<file path="config.mk">
export PLATFORM = sky130hd
export DESIGN_NAME = xor_stream_cipher
export DESIGN_NICKNAME = d
export VERILOG_FILES = /design/src/rtl/xor_stream_cipher.sv
export SDC_FILE = /design/constraint.sdc
export NUM_CORES = 1
export LEC_CHECK = 0
export ABC_AREA = 1
export CORE_AREA = 2 2 96 98
export DETAILED_ROUTE_END_ITERATION = 16
export DIE_AREA = 0 0 98 100
export PLACE_DENSITY = 0.87
export RECOVER_POWER = 25
export SYNTH_ARGS = -nofsm -noshare
export SYNTH_HDL_FRONTEND = slang
export SYNTH_SLANG_ARGS = --single-unit
</file>
<file path="constraint.sdc">
create_clock -name iClk -period 8.1 [get_ports iClk]
set_input_delay 1.62 -clock iClk [delete_from_list [all_inputs] [get_ports iClk]]
set_output_delay 1.62 -clock iClk [all_outputs]
set_load 0.02 [all_outputs]
</file>
<file path="src/rtl/xor_stream_cipher.sv">
// Streaming XOR cipher: loads a KEY_SIZE-bit key, then XORs a MSG_SIZE-bit message beat by beat.
// Ciphertext is registered, so each output beat trails its input beat by exactly one cycle.
module xor_stream_cipher #(
  parameter int unsigned KEY_SIZE = 32,
  parameter int unsigned MSG_SIZE = 512,
  parameter int unsigned WIDTH    = 1
) (
  input  logic             iClk,
  input  logic             iRst,
  input  logic             iEn,
  input  logic [WIDTH-1:0] iData,
  input  logic             iLoad_key,
  input  logic             iLoad_msg,
  input  logic             iMode_roll,
  output logic [WIDTH-1:0] oData,
  output logic             oValid,
  output logic             oStart,
  output logic             oEnd,
  output logic             oKey_ready,
  output logic             oBusy
);

  localparam int unsigned KB  = KEY_SIZE / WIDTH;
  localparam int unsigned MB  = MSG_SIZE / WIDTH;
  localparam int unsigned KCW = $clog2(KB) + 1;
  localparam int unsigned MCW = $clog2(MB) + 1;

  localparam logic [KCW-1:0] KbLast = KCW'(KB - 1);
  localparam logic [MCW-1:0] MbLast = MCW'(MB - 1);

  typedef enum logic [1:0] {StIdle, StKey, StReady, StStream} stateT;

  stateT stateQ, stateD;

  logic [KEY_SIZE-1:0] keyRegQ, keyRegD;
  logic [KEY_SIZE-1:0] workKeyQ, workKeyD;
  logic                rollQ, rollD;
  logic                keyReadyQ, keyReadyD;
  logic [KCW-1:0]      keyCntQ, keyCntD;
  logic [KCW-1:0]      kIdxQ, kIdxD;
  logic [MCW-1:0]      msgCntQ, msgCntD;
  logic [WIDTH-1:0]    dataQ, dataD;
  logic                validQ, validD;
  logic                startQ, startD;
  logic                endQ, endD;

  logic                keyBeat, msgBeat;
  logic                keyAccept, msgAccept, firstBeat;
  logic [KEY_SIZE-1:0] curKey;
  logic                curRoll;
  logic [KCW-1:0]      kCur, keyBase;
  logic [MCW-1:0]      mCur;
  logic [WIDTH-1:0]    keySlice;

  assign keyBeat = iEn & iLoad_key;
  assign msgBeat = iEn & iLoad_msg;

  // State register.
  always_ff @(posedge iClk or posedge iRst) begin
    if (iRst) begin
      stateQ <= StIdle;
    end else begin
      stateQ <= stateD;
    end
  end

  // Next-state logic.
  always_comb begin
    stateD = stateQ;
    unique case (stateQ)
      StIdle: begin
        if (keyBeat) stateD = (KB == 1) ? StReady : StKey;
      end
      StKey: begin
        if (keyBeat) begin
          if (keyCntQ == KbLast) stateD = StReady;
        end else if (iEn) begin
          stateD = StIdle;
        end
      end
      StReady: begin
        if (keyBeat) begin
          stateD = (KB == 1) ? StReady : StKey;
        end else if (msgBeat) begin
          stateD = (MB == 1) ? StReady : StStream;
        end
      end
      StStream: begin
        if (msgBeat) begin
          if (msgCntQ == MbLast) stateD = StReady;
        end else if (iEn) begin
          stateD = StReady;
        end
      end
      default: stateD = StIdle;
    endcase
  end

  // Key and message datapath next-state.
  always_comb begin
    keyRegD   = keyRegQ;
    workKeyD  = workKeyQ;
    rollD     = rollQ;
    keyReadyD = keyReadyQ;
    keyCntD   = keyCntQ;
    kIdxD     = kIdxQ;
    msgCntD   = msgCntQ;
    dataD     = '0;
    validD    = 1'b0;
    startD    = 1'b0;
    endD      = 1'b0;

    // Key wins over message outside STREAM; inside STREAM the key flag is ignored.
    keyAccept = keyBeat && (stateQ != StStream);
    msgAccept = msgBeat && ((stateQ == StReady && !iLoad_key) || stateQ == StStream);
    firstBeat = (stateQ == StReady);

    curKey  = firstBeat ? keyRegQ : workKeyQ;
    curRoll = firstBeat ? iMode_roll : rollQ;
    kCur    = firstBeat ? '0 : kIdxQ;
    mCur    = firstBeat ? '0 : msgCntQ;
    keyBase = (stateQ == StKey) ? keyCntQ : '0;

    keySlice = '0;
    for (int unsigned i = 0; i < KB; i++) begin
      if (kCur == KCW'(i)) keySlice = curKey[KEY_SIZE-1-i*WIDTH -: WIDTH];
    end

    if (keyAccept) begin
      keyRegD = (keyRegQ << WIDTH) | KEY_SIZE'(iData);
      if (keyBase == KbLast) begin
        keyCntD   = '0;
        keyReadyD = 1'b1;
      end else begin
        keyCntD   = keyBase + KCW'(1);
        keyReadyD = 1'b0;
      end
    end else if (stateQ == StKey && iEn) begin
      keyCntD = '0;
    end

    if (msgAccept) begin
      dataD  = iData ^ keySlice;
      validD = 1'b1;
      startD = firstBeat;
      endD   = (mCur == MbLast);
      rollD  = curRoll;
      if (kCur == KbLast) begin
        kIdxD    = '0;
        workKeyD = curRoll ? ((curKey << 1) | (curKey >> (KEY_SIZE - 1))) : curKey;
      end else begin
        kIdxD    = kCur + KCW'(1);
        workKeyD = curKey;
      end
      msgCntD = (mCur == MbLast) ? '0 : mCur + MCW'(1);
    end else if (stateQ == StStream && iEn) begin
      msgCntD = '0;
      kIdxD   = '0;
    end
  end

  always_ff @(posedge iClk or posedge iRst) begin
    if (iRst) begin
      keyRegQ   <= '0;
      workKeyQ  <= '0;
      rollQ     <= 1'b0;
      keyReadyQ <= 1'b0;
      keyCntQ   <= '0;
      kIdxQ     <= '0;
      msgCntQ   <= '0;
      dataQ     <= '0;
      validQ    <= 1'b0;
      startQ    <= 1'b0;
      endQ      <= 1'b0;
    end else begin
      keyRegQ   <= keyRegD;
      workKeyQ  <= workKeyD;
      rollQ     <= rollD;
      keyReadyQ <= keyReadyD;
      keyCntQ   <= keyCntD;
      kIdxQ     <= kIdxD;
      msgCntQ   <= msgCntD;
      dataQ     <= dataD;
      validQ    <= validD;
      startQ    <= startD;
      endQ      <= endD;
    end
  end

  // Outputs.
  always_comb begin
    oData      = dataQ;
    oValid     = validQ;
    oStart     = startQ;
    oEnd       = endQ;
    oKey_ready = keyReadyQ;
    oBusy      = (stateQ == StStream);
  end

endmodule

</file>
==> out/metrics.cfg, run 1 <==
[outcome]
status = finished with violations
violations = max-capacitance violations, max-slew violations

[grt]
grtUsageTotal = 0.2588
grt_pass1_vias = 4541
antenna_found_initial = 0
grt_pass1_wl_um = 20710
grt_overflow_total = 0
grt_start_max_net_pins = 70

[worst_setup_path]
worstPathRequired_ns = 8.37
cp-start-kind = input pin
arrival_ns = 4.85
endpoint_kind = flip-flop
crit_type = input pin to flip-flop
cp_max_fo = 32

[final_layout]
antennaDiodeCount = 0
nets = 716
finalNonFillerCells = 818
final_layout_size_suffix_gt1_frac = 0.05092
final_util = 0.6265
areaGrowthSynthToFinish_pct = 7.903

[die]
coreArea_um2 = 8890
die_x_um = 98
die_h_um = 100
start_util = 0.5806
pin_count = 13
die_area_um2 = 9800
row_count = 35

[yosys]
synthCells = 705
yosys_register_bits = 94
synth-edff-count = 0
synthTopCellsByArea = dfrtp_1 46%, o21ai_0 12%, nand2_1 11%
synth_cell_type_count = 36
yosysMostFrequentCell = nand2_1
synth_top_area_frac = 0.4558
postSynthAreaPerCell_um2 = 7.321
yosys-top-cells-count = 147 x nand2_1, 119 x o21ai_0, 100 x inv_1
syn_area_um2 = 5161
yosys_warnings = 0
syn_nets = 718
yosysSeqAreaShare = 0.4558
async_flop_share = 1.000
synth_ff_type = dfrtp_1
synth_top_area_cell = dfrtp_1

[clock_tree]
htreeDepth = 3
insertion_delay_ns = 0.38
post_cts_buffers = 0
cts-hold-fix-buffers = 0
cts_resized = 0
cts.sinks = 94
cts_made_buffers = 9
cts_tree = done
cts.clk_slew.worst_paths_ns = 0.09
cts_root_buf = clkbuf_8
clk_path_buf_depth = 2

[routing]
drc = 0
wl_per_cell_um = 14.79
wirelength_um = 12100
viasPerCell = 5.771
num_vias = 4721
drt_iter0_drc = 548
drtPass1Iterations = 5
postRouteAntennaNets = 0

[pwr]
power_density_nw_per_um2 = 333.1
p_leak_nw = 2.422
vdd_drop_max_uv = 134.5
power_mw = 1.855

[sta]
finalCritPeriodShare = 0.5649
setup_viol = 0
skew_ns = 0.01614
drv_slew = 128
worst_slew_pin_slew_ns = 2.029
tns_ns = 0
rsz0062_at_grt = false
min_period_ns = 4.576
slew_headroom = -0.3600
finalHoldViolations = 0
finalWorstSetupSlack_ns = 3.524
fmax_ghz = 0.2186

[placed_design]
pre_cts_ws_ns = 3.873
dpl.cell_count = 803
io_buffers = 12
place_congestion = 1.033
hpwl_um = 7976

[worst_hold_path]
hold_class = flip-flop to flip-flop

[job]
drv_cap = 3

==> flip-flops by register name, indices dropped and copies added (netlist names), named ones only <==
signal	flops
msgCntQ	10
keyRegQ	32
oKey_ready	1
stateQ	1
workKeyQ	32
oStart	1
kIdxQ	6
oValid	1
rollQ	1
keyCntQ	6
oData	1
oEnd	1
==> where the power goes <==
part           internal [mW]  total, mW  switching, mW
Combinational          0.244      0.757          0.512
Clock                  0.211      0.371          0.160
Sequential             0.636      0.727         0.0915
Total                   1.09       1.86          0.764
==> critical path, cell delays in order <==
cell	delay (ns)
dlygate4sd3_1	0.57
nand2_1	0.11
nor2_1	0.06
o21ai_2	0.05
clkbuf_1	1.13
o21ai_1	0.84
o22ai_1	0.44
==> per-layer routing <==
metal	wire, um	global-route usage	part of all wire	up-vias
met1	5242	0.3295	0.43	2228
met2	6016	0.4399	0.50	166
met5	0	0	0	-
met3	571	0.05084	0.047	32
met4	265	0.09936	0.022	0
li1	-	-	-	2295
==> worst paths after layout <==
check / start / endpoint / slack, ns / cells past startpoint
worst min register to register: workKeyQ[20]$_DFFE_PP0P_ / workKeyQ[20]$_DFFE_PP0P_ / 0.49 / 2
worst max-delay path: iEn / kIdxQ[2]$_DFFE_PP0P_ / 3.52 / 7
worst min-delay path: workKeyQ[20]$_DFFE_PP0P_ / workKeyQ[20]$_DFFE_PP0P_ / 0.49 / 2
worst max register to register: stateQ[0]$_DFFE_PP0P_ / oData$_DFF_PP0_ / 3.76 / 37
min in group asynchronous: iRst / keyRegQ[20]$_DFFE_PP0P_ / 2.22 / 2
max in group asynchronous: iRst / msgCntQ[4]$_DFFE_PP0P_ / 4.50 / 3
==> through the flow <==
stage	hold WS [ns]	instance area [um^2]
after floorplan	0.4501	5161
after global routing	0.5100	5569
after global placement	0.4663	5341
after CTS	0.4937	5578
final	0.4949	5569
after detailed placement	0.4744	5341
==> cell usage in the layout, fill, tap and decap left out, drive strengths merged, types with 3 or more instances in the layout <==
cell type,count
nand2,150
o21ai,127
inv,105
dfrtp,94
nor2,78
nand3,25
o22ai,22
a21oi,19
nor3,13
clkbuf,13
clkdlybuf4s50,10
xor2,7
nand4,6
ha,6
o32ai,4
buf,4
nor4,3
a31oi,3
bufinv,3
==> cells by family (layout without fill, tap and decap cells) <==
group | after synthesis | after routing | share of synthesized area
DFF | 94 | 94 | 0.4558
buffers and inverters | 138 | 140 | 0.1040
muxes | 1 | 1 | 0.001939
AOI/OAI and AO/OA | 183 | 183 | 0.1922
adders and majority gates | 6 | 6 | 0.01455
xor gates and xnor gates | 7 | 7 | 0.01188
and+or+nand+nor | 276 | 276 | 0.2196
==> final cells by class <==
class                   instances  area [um^2]
multi-input cells             473         2281
fillers                       756         3321
repair buffers                 18        157.7
well taps                     111        138.9
inverters                     107        402.9
clock inverters                 4        95.09
clock buffers                  11        141.4
flip-flops and latches         94         2352
(Power assumes the default switching activity.)
==> inputs of run 2 (changes only) <==
- clock period: 8.1 -> 4.8 ns (I/O delays scaled with it)
==> run 2 against run 1 <==
The flow still finishes with violations (max-capacitance violations, max-slew violations). Die area is the same. Power up 66%. Critical path type is now flip-flop to flip-flop. Sequential share of layout area grew 0.067 points. Clock skew decreased by 0.0018 ns. Wire length decreased by 1.5%.
==> out/metrics.cfg, run 2 (synthesis results as in run 1) <==
[pwr]
switchingPower_mw = 1.269
intPower_mw = 1.806
seq_power_share = 0.398
swShare = 0.4127
combPwrFrac = 0.412
power_density_nw_per_um2 = 553.0
p_leak_nw = 2.430
p_clk_frac = 0.190
vdd_drop_max_uv = 300.9

[worst_setup_path]
r2r_end = oData$_DFF_PP0_
slowest_delay_ns = 0.43
startpoint = stateQ[0]$_DFFE_PP0P_
arrival_ns = 4.27
rr_startpoint = stateQ[0]$_DFFE_PP0P_
cp_slowest_cell = dfrtp_1
crit_top_cell = nand2_1
r2r_slack_ns = 0.79
endpoint_kind = flip-flop
crit_type = flip-flop to flip-flop
cp-start-kind = flip-flop
worstPathRequired_ns = 5.06
cp_max_fo = 41
crit_family = simple AND/OR/NAND/NOR gates
r2r_cells = 42
cp_num_buf_inv = 4

[sta]
worst_slew_pin_slew_ns = 2.703
skew_ns = 0.01436
fmax_ghz = 0.2496
setup_viol = 0
finalHoldViolations = 0
slew_headroom = -0.8042
min_period_ns = 4.006
rsz0062_at_grt = false
drv_slew = 72
tns_ns = 0
finalCritPeriodShare = 0.8346

[routing]
highest_layer = met4
met2_length_um = 5672
met3_length_um = 490
num_vias = 4684
drt_iter0_drc = 253
drc = 0
drtPass1Iterations = 5
wirelength_um = 11920
viasPerCell = 5.726
wl_met1_um = 5422
postRouteAntennaNets = 0
wl_per_cell_um = 14.57

[placed_design]
place_congestion = 1.011
dpl.cell_count = 803
io_buffers = 12
hpwl_um = 8208

[grt]
antenna_found_initial = 0
grt_start_max_net_pins = 72
grt_pass1_vias = 4476
grtUsageTotal = 0.2568
grt_overflow_total = 0
grt_pass1_wl_um = 20550

[outcome]
violations = max-capacitance violations, max-slew violations
status = finished with violations

[clock_tree]
cts-hold-fix-buffers = 0
cts.sinks = 94
clk_path_buf_depth = 2
cts_made_buffers = 9
insertion_delay_ns = 0.36
cts_resized = 0
cts.clk_slew.worst_paths_ns = 0.09
post_cts_buffers = 0
cts_root_buf = clkbuf_8
cts_tree = done
htreeDepth = 3

[final_layout]
finalNonFillerCells = 818
final_layout_size_suffix_gt1_frac = 0.05375
final_cell_mix = 147 x nand2_1, 119 x o21ai_0, 100 x inv_1, 94 x dfrtp_1, 73 x nor2_1
areaGrowthSynthToFinish_pct = 7.733
antennaDiodeCount = 0
final_common_cell = nand2_1
nets = 716
reg.largest.list = keyRegQ (32), workKeyQ (32), msgCntQ (10)

[die]
die_h_um = 100
coreArea_um2 = 8890
start_util = 0.5806
row_count = 35
die_x_um = 98
pin_count = 13
die_area_um2 = 9800

[job]
drv_cap = 1

[worst_hold_path]
min-delay-start = workKeyQ[11]$_DFFE_PP0P_
hold_class = flip-flop to flip-flop
hold_depth = 2
min_to = workKeyQ[11]$_DFFE_PP0P_

run 2: cell types whose count changed in the layout (fill, tap and decap cells not counted), sizes merged:
cell           before  now
inv               105  106
clkdlybuf4s50      10   11
buf                 4    6
clkinv              2    3
clkinvlp            1    0
bufinv              3    2
dlygate4sd3         2    1
clkbuf             13   11
run 2: metrics by stage:
stage	total power [mW]	utilization	hold slack, ns	setup slack, ns	cell area, um^2
CTS	3.080	0.6258	0.4923	0.8221	5563
global placement	2.424	0.6008	0.4600	1.024	5341
detailed placement	2.488	0.6008	0.4695	0.8408	5341
floorplan	2.187	-	0.4501	1.391	5161
global route	3.345	0.6255	0.5147	0.1227	5560
finish	3.075	0.6255	0.4926	0.7941	5560
run 2: layout make-up:
type | count | area, um^2
Sequential cell | 94 | 2352
Timing Repair Buffer | 18 | 165.2
Fill cell | 772 | 3329
Clock buffer | 11 | 151.4
Tap cell | 111 | 138.9
Inverter | 107 | 401.6
Clock inverter | 4 | 70.07
Multi-Input combinational cell | 473 | 2281
run 2: worst min-delay path, delay by kind of cell (launching register included):
kind | cells | cell delay (ns)
DFF | 1 | 0.35
AOI/OAI and AO/OA | 1 | 0.06
and+or+nand+nor | 1 | 0.05
run 2: worst max path at each step:
stage	endpoint	slack (ns)	cells after the start
6_report	oData$_DFF_PP0_	0.79	42
4_1_cts	oData$_DFF_PP0_	0.82	42
2_1_floorplan	async pin	1.39	1
5_1_grt	oData$_DFF_PP0_	0.12	42
3_5_place_dp	oData$_DFF_PP0_	0.84	42
3_3_place_gp	oData$_DFF_PP0_	1.02	42
run 2: per-layer routing:
layer / vias up / global-route usage
met2: 142 / 0.4389
li1: 2289 / -
met5: - / 0
met1: 2222 / 0.3344
met4: 0 / 0.1026
met3: 31 / 0.03343
run 2: power groups by stage:
stage / sequential [mW] / clock [mW] / combinational, mW
after floorplan: 1.20 / 0 / 0.983
after global placement: 1.22 / 0 / 1.20
after detailed placement: 1.24 / 0 / 1.25
after CTS: 1.22 / 0.593 / 1.27
after global routing: 1.26 / 0.619 / 1.47
final: 1.22 / 0.584 / 1.27
==> inputs of run 3 (changes only) <==
- CORE_AREA: 2 2 96 98 -> 2 2 100 102
- DIE_AREA: 0 0 98 100 -> 0 0 102 104
- PLACE_DENSITY: 0.87 -> 0.84
- clock period: 4.8 -> 3.3 ns (I/O delays scaled with it)
==> run 3 against run 2 <==
The run ends with max-capacitance violations, max-slew violations, negative setup slack left. Sequential power rose by 45%. Wire length rose by 4.1%. Die area rose by 8.2%. Fmax rose by 19%. Design area rose by 4.7%. Non-clock buffer count rose by 18. Critical path type unchanged. Critical endpoint unchanged.
==> out/metrics.cfg, run 3 (synthesis results as in run 1) <==
[worst_setup_path]
slowest_delay_ns = 0.37
crit_top_cell = nand2_1
rr_startpoint = stateQ[0]$_DFFE_PP0P_
endpoint_kind = flip-flop
r2r_slack_ns = -0.08
cp-start-kind = flip-flop
cp_slowest_cell = dfrtp_1
crit_family = simple AND/OR/NAND/NOR gates
cp_max_fo = 4
worstPathRequired_ns = 3.57
cp_num_buf_inv = 4
startpoint = stateQ[0]$_DFFE_PP0P_
crit_type = flip-flop to flip-flop
arrival_ns = 3.65

[clock_tree]
cts.sinks = 94
insertion_delay_ns = 0.39
cts_made_buffers = 9
cts_tree = done
clk_path_buf_depth = 2
cts-hold-fix-buffers = 0
cts.clk_slew.worst_paths_ns = 0.09
htreeDepth = 3
cts_root_buf = clkbuf_8

[sta]
worst_slew_pin_slew_ns = 1.937
drv_slew = 50
setup_viol = 1
finalCritPeriodShare = 1.023
hold_ws_ns = 0.4918
rsz0062_at_grt = true
min_period_ns = 3.377
finalWorstSetupSlack_ns = -0.07712
skew_ns = 0.02003
fmax_ghz = 0.2961
finalHoldViolations = 0
slew_headroom = -0.2929

[placed_design]
pre_cts_ws_ns = -0.04130
dpl.cell_count = 839
io_buffers = 12
place_congestion = 1.033
hpwl_um = 8327

[routing]
viasPerCell = 5.673
drc = 0
wl_per_cell_um = 14.45
drtPass1Iterations = 7
wirelength_um = 12410
num_vias = 4873
drt_iter0_drc = 615
postRouteAntennaNets = 0

[pwr]
power_mw = 4.723
switchingPower_mw = 1.982
combPwrFrac = 0.439
p_clk_frac = 0.185
p_leak_nw = 2.529
intPower_mw = 2.741
swShare = 0.4196
vdd_drop_max_uv = 370.9
power_density_nw_per_um2 = 811.4
seq_power_share = 0.375

[outcome]
violations = max-capacitance violations, max-slew violations, negative setup slack
status = finished with violations

[worst_hold_path]
hold_class = flip-flop to flip-flop
min-delay-start = workKeyQ[1]$_DFFE_PP0P_

[final_layout]
reg.largest.list = keyRegQ (32), workKeyQ (32), msgCntQ (10)
areaGrowthSynthToFinish_pct = 12.78
final_util = 0.6095
final_common_cell = nand2_1
finalNonFillerCells = 859
antennaDiodeCount = 0
final_layout_size_suffix_gt1_frac = 0.09642
nets = 734
final_cell_mix = 146 x nand2_1, 119 x o21ai_0, 97 x inv_1, 94 x dfrtp_1, 70 x nor2_1

[die]
die_area_um2 = 10610
start_util = 0.5405
pin_count = 13
die_h_um = 104
die_x_um = 102
row_count = 36
coreArea_um2 = 9549

[grt]
antenna_found_initial = 0
grt_start_max_net_pins = 51
grt_pass1_vias = 4628
grt_pass1_wl_um = 21170
grt_overflow_total = 0
grtUsageTotal = 0.2455

[job]
drv_cap = 1

## run 3: worst register-to-register path: cells and delay by family (launching register included)
family | cells | cell delay [ns]
buf+inv | 4 | 0.29
simple gates | 30 | 2.16
compound gates | 2 | 0.28
fa+ha+maj | 1 | 0.18
flops | 1 | 0.37
## run 3: repair_timing
| action | CTS | global route |
|---|---|---|
| gates cloned | 0 | 0 |
| pin swaps | 0 | 7 |
| resized for setup | 4 | 17 |
| setup buffers | 0 | 4 |
| endpoints found under the setup margin | 1 | 1 |
## run 3: routing by layer
metal / global-route usage / vias to the layer above / wire length [um] / share of wire
li1: - / 2319 / - / -
met1: 0.3232 / 2307 / 5257 / 0.42
met2: 0.4093 / 210 / 6092 / 0.49
met3: 0.05511 / 37 / 766 / 0.062
met4: 0.06095 / 0 / 294 / 0.024
met5: 0 / - / 0 / 0
## run 3: path summary, 6_finish.rpt
check / end / depth (start not counted)
min: workKeyQ[1]$_DFFE_PP0P_ / 2
max: oData$_DFF_PP0_ / 37
min reg2reg: workKeyQ[1]$_DFFE_PP0P_ / 2
min in group asynchronous: keyRegQ[14]$_DFFE_PP0P_ / 2
max in group asynchronous: keyRegQ[1]$_DFFE_PP0P_ / 2
max reg2reg: oData$_DFF_PP0_ / 37
## run 3: power groups by stage
stage          Clock [mW]  Sequential (mW)  Combinational [mW]
2_1_floorplan           0             1.75                1.43
3_3_place_gp            0             1.77                1.84
3_5_place_dp            0             1.79                1.92
4_1_cts             0.884             1.77                1.95
5_1_grt             0.932             1.82                2.36
6_report            0.876             1.77                2.08
## run 3: final cells by class
cell class | count | area, um^2
Timing Repair Buffer | 36 | 320.3
Inverter | 107 | 406.6
Sequential cell | 94 | 2352
Multi-Input combinational cell | 473 | 2345
Tap cell | 133 | 166.4
Fill cell | 798 | 3729
Clock buffer | 10 | 137.6
Clock inverter | 6 | 92.59
## run 3: metrics by stage
stage	instance area, um^2	setup TNS, ns
6_report	5821	-0.07712
5_1_grt	5821	-0.5292
4_1_cts	5725	0
3_5_place_dp	5487	-0.04130
3_3_place_gp	5487	0
2_1_floorplan	5162	0
